### src/rtl/stream_pkg.sv
// Shared constants for the serial stream front end and the 1010 detector bench.
package stream_pkg;

   localparam int unsigned DEF_DATA_W      = 8;
   localparam logic        STREAM_IDLE_BIT = 1'b0;

   localparam logic [0:0] ST_IDLE  = 1'b0;
   localparam logic [0:0] ST_SHIFT = 1'b1;

endpackage

### src/rtl/bit_stream_serializer.sv
// Parallel-to-serial front end: one-word hold buffer feeding a shift register,
// gapless across back-to-back words, idle level and underrun flag otherwise.
module bit_stream_serializer
   import stream_pkg::*;
#(
   parameter int unsigned DATA_W    = DEF_DATA_W,
   parameter bit          MSB_FIRST = 1'b1,
   parameter logic        IDLE_BIT  = STREAM_IDLE_BIT
) (
   input  logic              clk,
   input  logic              rst,
   input  logic [DATA_W-1:0] in_data,
   input  logic              in_valid,
   output logic              in_ready,
   output logic              dout,
   output logic              dout_valid,
   output logic              word_done,
   output logic              underrun,
   output logic              busy
);

   localparam int unsigned CNT_W = (DATA_W > 1) ? $clog2(DATA_W) : 1;
   localparam logic [CNT_W-1:0] LAST_CNT = CNT_W'(DATA_W - 1);

   logic [0:0]        r_state;
   logic [DATA_W-1:0] r_hold;
   logic              r_hold_full;
   logic [DATA_W-1:0] r_shift;
   logic [CNT_W-1:0]  r_bit_cnt;
   logic              r_underrun;

   logic              w_accept;
   logic              w_last;
   logic              w_cur_bit;
   logic [DATA_W-1:0] w_shift_next;

   assign w_accept     = in_valid && !r_hold_full;
   assign w_last       = (r_state == ST_SHIFT) && (r_bit_cnt == LAST_CNT);
   assign w_cur_bit    = MSB_FIRST ? r_shift[DATA_W-1] : r_shift[0];
   assign w_shift_next = MSB_FIRST ? {r_shift[DATA_W-2:0], 1'b0}
                                   : {1'b0, r_shift[DATA_W-1:1]};

   // Accept and hold-to-shift load are mutually exclusive: accept needs hold empty.
   always_ff @(posedge clk or posedge rst) begin
      if (rst) begin
         r_state     <= ST_IDLE;
         r_hold      <= '0;
         r_hold_full <= 1'b0;
         r_shift     <= '0;
         r_bit_cnt   <= '0;
         r_underrun  <= 1'b0;
      end else begin
         r_underrun <= 1'b0;
         if (w_accept) begin
            r_hold      <= in_data;
            r_hold_full <= 1'b1;
         end
         case (r_state)
            ST_IDLE: begin
               if (r_hold_full) begin
                  r_shift     <= r_hold;
                  r_hold_full <= 1'b0;
                  r_bit_cnt   <= '0;
                  r_state     <= ST_SHIFT;
               end
            end
            ST_SHIFT: begin
               if (w_last) begin
                  r_bit_cnt <= '0;
                  if (r_hold_full) begin
                     r_shift     <= r_hold;
                     r_hold_full <= 1'b0;
                  end else begin
                     r_shift    <= w_shift_next;
                     r_state    <= ST_IDLE;
                     r_underrun <= 1'b1;
                  end
               end else begin
                  r_shift   <= w_shift_next;
                  r_bit_cnt <= r_bit_cnt + 1'b1;
               end
            end
            default: r_state <= ST_IDLE;
         endcase
      end
   end

   assign in_ready   = !r_hold_full;
   assign dout       = (r_state == ST_SHIFT) ? w_cur_bit : IDLE_BIT;
   assign dout_valid = (r_state == ST_SHIFT);
   assign word_done  = w_last;
   assign underrun   = r_underrun;
   assign busy       = (r_state == ST_SHIFT) || r_hold_full;

endmodule

### config.mk
export PLATFORM = sky130hd
export DESIGN_NAME = bit_stream_serializer
export DESIGN_NICKNAME = d
export VERILOG_FILES = /design/src/rtl/stream_pkg.sv /design/src/rtl/bit_stream_serializer.sv
export SDC_FILE = /design/constraint.sdc
export NUM_CORES = 1
export LEC_CHECK = 0
export BUFFER_PORTS_ARGS = -buffer_cell sky130_fd_sc_hd__clkbuf_2
export CAP_MARGIN = 0
export CELL_PAD_IN_SITES_DETAIL_PLACEMENT = 1
export CELL_PAD_IN_SITES_GLOBAL_PLACEMENT = 1
export CORE_MARGIN = 5
export CORE_UTILIZATION = 37
export CTS_CLUSTER_SIZE = 25
export DETAILED_ROUTE_END_ITERATION = 7
export GPL_ROUTABILITY_DRIVEN = 0
export GPL_TIMING_DRIVEN = 0
export MAX_ROUTING_LAYER = met4
export PLACE_DENSITY = 0.76
export SYNTH_ARGS = -nofsm -noshare
export SYNTH_HDL_FRONTEND = slang
export SYNTH_SLANG_ARGS = --single-unit
### constraint.sdc
create_clock -name clk -period 2.1 [get_ports clk]
set_input_delay 0.105 -clock clk [delete_from_list [all_inputs] [get_ports clk]]
set_output_delay 0.105 -clock clk [all_outputs]
set_load 0.05 [all_outputs]
==> summary.txt <==
Synthesis
  – Post-Syn Area: 961 um^2
  – Syn Inst Count: 79
  – Syn Nets: slightly above 90
  – Ys Warns: 0
  – Post-synthesis sequential area ratio: between 50% and 60%
  – Post-synthesis cell type count: 30
  – Number of synthesized register bits: 22
  – Mean Syn Cell Area: 12.2 um^2

Floorplanning
  – Starting Density: 38.8%
  – Die span in y: ~60 um
  – Ports: 17
  – Core Rows: 18
  – Core Area: between 0.002 and 0.0025 mm^2
  – DIE AREA: 0.00372 mm^2
  – Die width: roughly 60 um

Critical path
  – Delay-heaviest family, CP: adder cells
  – Startpoint Class: flip-flop
  – Worst Path Class, Setup: reg2out
  – Slowest CP cell: dfrtp_1
  – Worst-path fanout max: 6
  – Cell Chain, Critical Path: ha_1 > ha_1 > and2_1 > clkbuf_2
  – Crit path largest cell delay: around 0.43 ns
  – CP Capture Type: output port
  – Crit-path most repeated cell: ha_1
  – Critical path arrival: 1.65 ns
  – CP Data Required Time: ~2.0 ns
  – CP Buf/Inv Count: 1

Clocking
  – Maximum root-to-sink buffer count: 2
  – Clock Tree Root: clkbuf_4
  – Total CTS buffers: 3
  – Worst-skew pair later-pin latency: 0.32 ns
  – CTS clk-pin slew, worst paths: about 0.12 ns
  – CTS HTree Levels: 1
  – Setup Fix Bufs, Post-CTS: 0
  – CTS tree: built
  – CTS Sinks: 22

STA
  – Worst Skew: ~0.0056 ns
  – Rel. slew slack: between 40% and 50%
  – Fin crit share: 83.5%
  – Post-layout minimum cycle time: 1.75 ns
  – Maximum operating frequency: 570 MHz
  – Final setup fails: 0
  – Fin. max-slew vios: 0
  – Measured slew at the worst slew-check pin: a little over 0.8 ns
  – Final hold vios: 0
  – Setup TNS: 0 ns
  – RSZ-0062 raised after global routing: false

GRT
  – Global route overflow: 0
  – Gr usage total: between 10% and 20%
  – GR Util met2: around 22%
  – Gr busiest metal: met2
  – GR Util met3: 3.83%
  – Met1 GRT Util: between 10% and 20%
  – First-pass GRT wire length: 3590 um
  – Initial antenna violation count: 0
  – Largest net degree at the start of global routing: 23
  – Number of global-route vias before repair: 753

Route
  – Antenna Nets Post-Route: 0
  – DRC Markers: 0
  – 1st-pass router iterations: 3
  – WL/cell: between 10 and 15 um
  – Via count: 697
  – Routed WL: roughly 2000 um
  – Vias per std cell: about 5.1
  – Initial DRC Count: 10

Power and ir drop
  – PnR Total Power: approximately 1.7 mW
  – Leak Pwr: between 0.5 and 0.6 nW
  – Max VDD drop: around 0.65 mV
  – PD cells: roughly 1400 mW/mm^2

Outcome
  – Status: completed

Layout
  – Diode count: 0
  – Most common cell after layout, fill and taps aside: dfrtp_1
  – # nets final: between 100 and 150
  – Layout cell share with drive strength beyond 1: between 30% and 40%
  – Commonest cells after routing, fill and taps aside: dfrtp_1 (22), clkbuf_2 (16), mux2_2 (9), dlygate4sd3_1 (7)
  – Area grow syn2layout: 23.3%

Job
  – Max Cap Violations: 0

Min path
  – Min-delay worst type: in2reg

Placement
  – Port Buffers: 16
  – Post-DP HPWL: 1420 um
logic make-up after synthesis:
logic type	synth area share, %
simple gates	12.0
buf+inv	4.17
flops	57.3
mux	12.8
fa+ha+maj	2.60
compound gates	11.2
cell usage after synthesis:
master / instances / area [um^2]
nand2_2: 1 / 6.26
a21oi_1: 1 / 5.00
nor2_2: 1 / 6.26
o22ai_1: 2 / 12.5
mux2_2: 9 / 101
nor2_1: 1 / 3.75
nand3_1: 2 / 10.0
o21ai_1: 1 / 5.00
buf_6: 1 / 11.3
mux2i_1: 1 / 10.0
a31oi_1: 2 / 12.5
buf_2: 2 / 10.0
mux2_1: 1 / 11.3
nor2b_1: 1 / 6.26
o21ai_0: 2 / 10.0
nand2_1: 4 / 15.0
a32oi_1: 1 / 8.76
nand2b_1: 2 / 12.5
inv_2: 1 / 3.75
dfrtp_1: 22 / 551
a221o_1: 3 / 30.0
ha_1: 2 / 25.0
nor3_1: 2 / 10.0
a22o_1: 1 / 8.76
and2_1: 3 / 18.8
a211oi_1: 1 / 7.51
a21o_1: 1 / 7.51
and2b_1: 1 / 7.51
inv_1: 4 / 15.0
and3_1: 3 / 18.8
path summary, 6_finish.rpt:
path / from / end / slack (ns) / cells past startpoint
max: r_bit_cnt[0] / word_done / 0.35 / 4
min: in_data[5] / r_hold[5] / 0.009 / 2
max reg2reg: r_bit_cnt[0] / r_shift[6] / 0.38 / 5
min reg2reg: r_shift[2] / r_shift[2] / 0.49 / 2
max in group asynchronous: rst / r_shift[4] / 1.12 / 3
min in group asynchronous: rst / underrun / 0.47 / 3
registers in the layout, indices dropped and copies added (netlist names):
register     flops
dout_valid       1
r_hold_full      1
r_shift          8
underrun         1
r_bit_cnt        3
r_hold           8
stage by stage:
step / instance area [um^2] / hold slack [ns] / instances / util (%) / setup WS (ns)
6_report: 1180 / 0.00886 / 136 / 47.8 / 0.346
5_1_grt: 1180 / 0.000635 / 136 / 47.8 / 0.226
4_1_cts: 1140 / 0.000829 / 132 / 46.2 / 0.322
3_5_place_dp: 1080 / 0.291 / 125 / 43.5 / 0.425
3_3_place_gp: 1080 / 0.296 / 125 / 43.5 / 0.427
2_1_floorplan: 961 / 0.0942 / 79 / - / 0.569
where the power goes:
part           leakage [nW]  total, mW  switching, mW  internal [mW]
logic                 0.278      0.705          0.388          0.318
clock network        0.0210      0.236          0.130          0.106
registers             0.268      0.732          0.123          0.609
total                 0.567       1.67          0.640           1.03
what timing repair did:
action,CTS,global route
gates resized for setup,0,0
hold buffers,3,4
setup endpoints to repair,0,0
endpoints found under the hold margin,24,4
area by class of cell:
cell class / instances / area [um^2]
plain buffers: 3 / 21.3
clock buffers: 4 / 36.3
fillers: 279 / 1290
inverters: 5 / 18.8
multi-input cells: 49 / 370
flip-flops and latches: 22 / 551
well taps: 30 / 37.5
repair buffers: 23 / 150
routing by layer:
metal | share of wire, % | vias to the layer above
met5 | 0 | -
met4 | 2.5 | 0
met3 | 5.2 | 5
met2 | 50 | 13
met1 | 43 | 344
li1 | - | 335
Note: power is estimated with default switching activity, not from simulation.
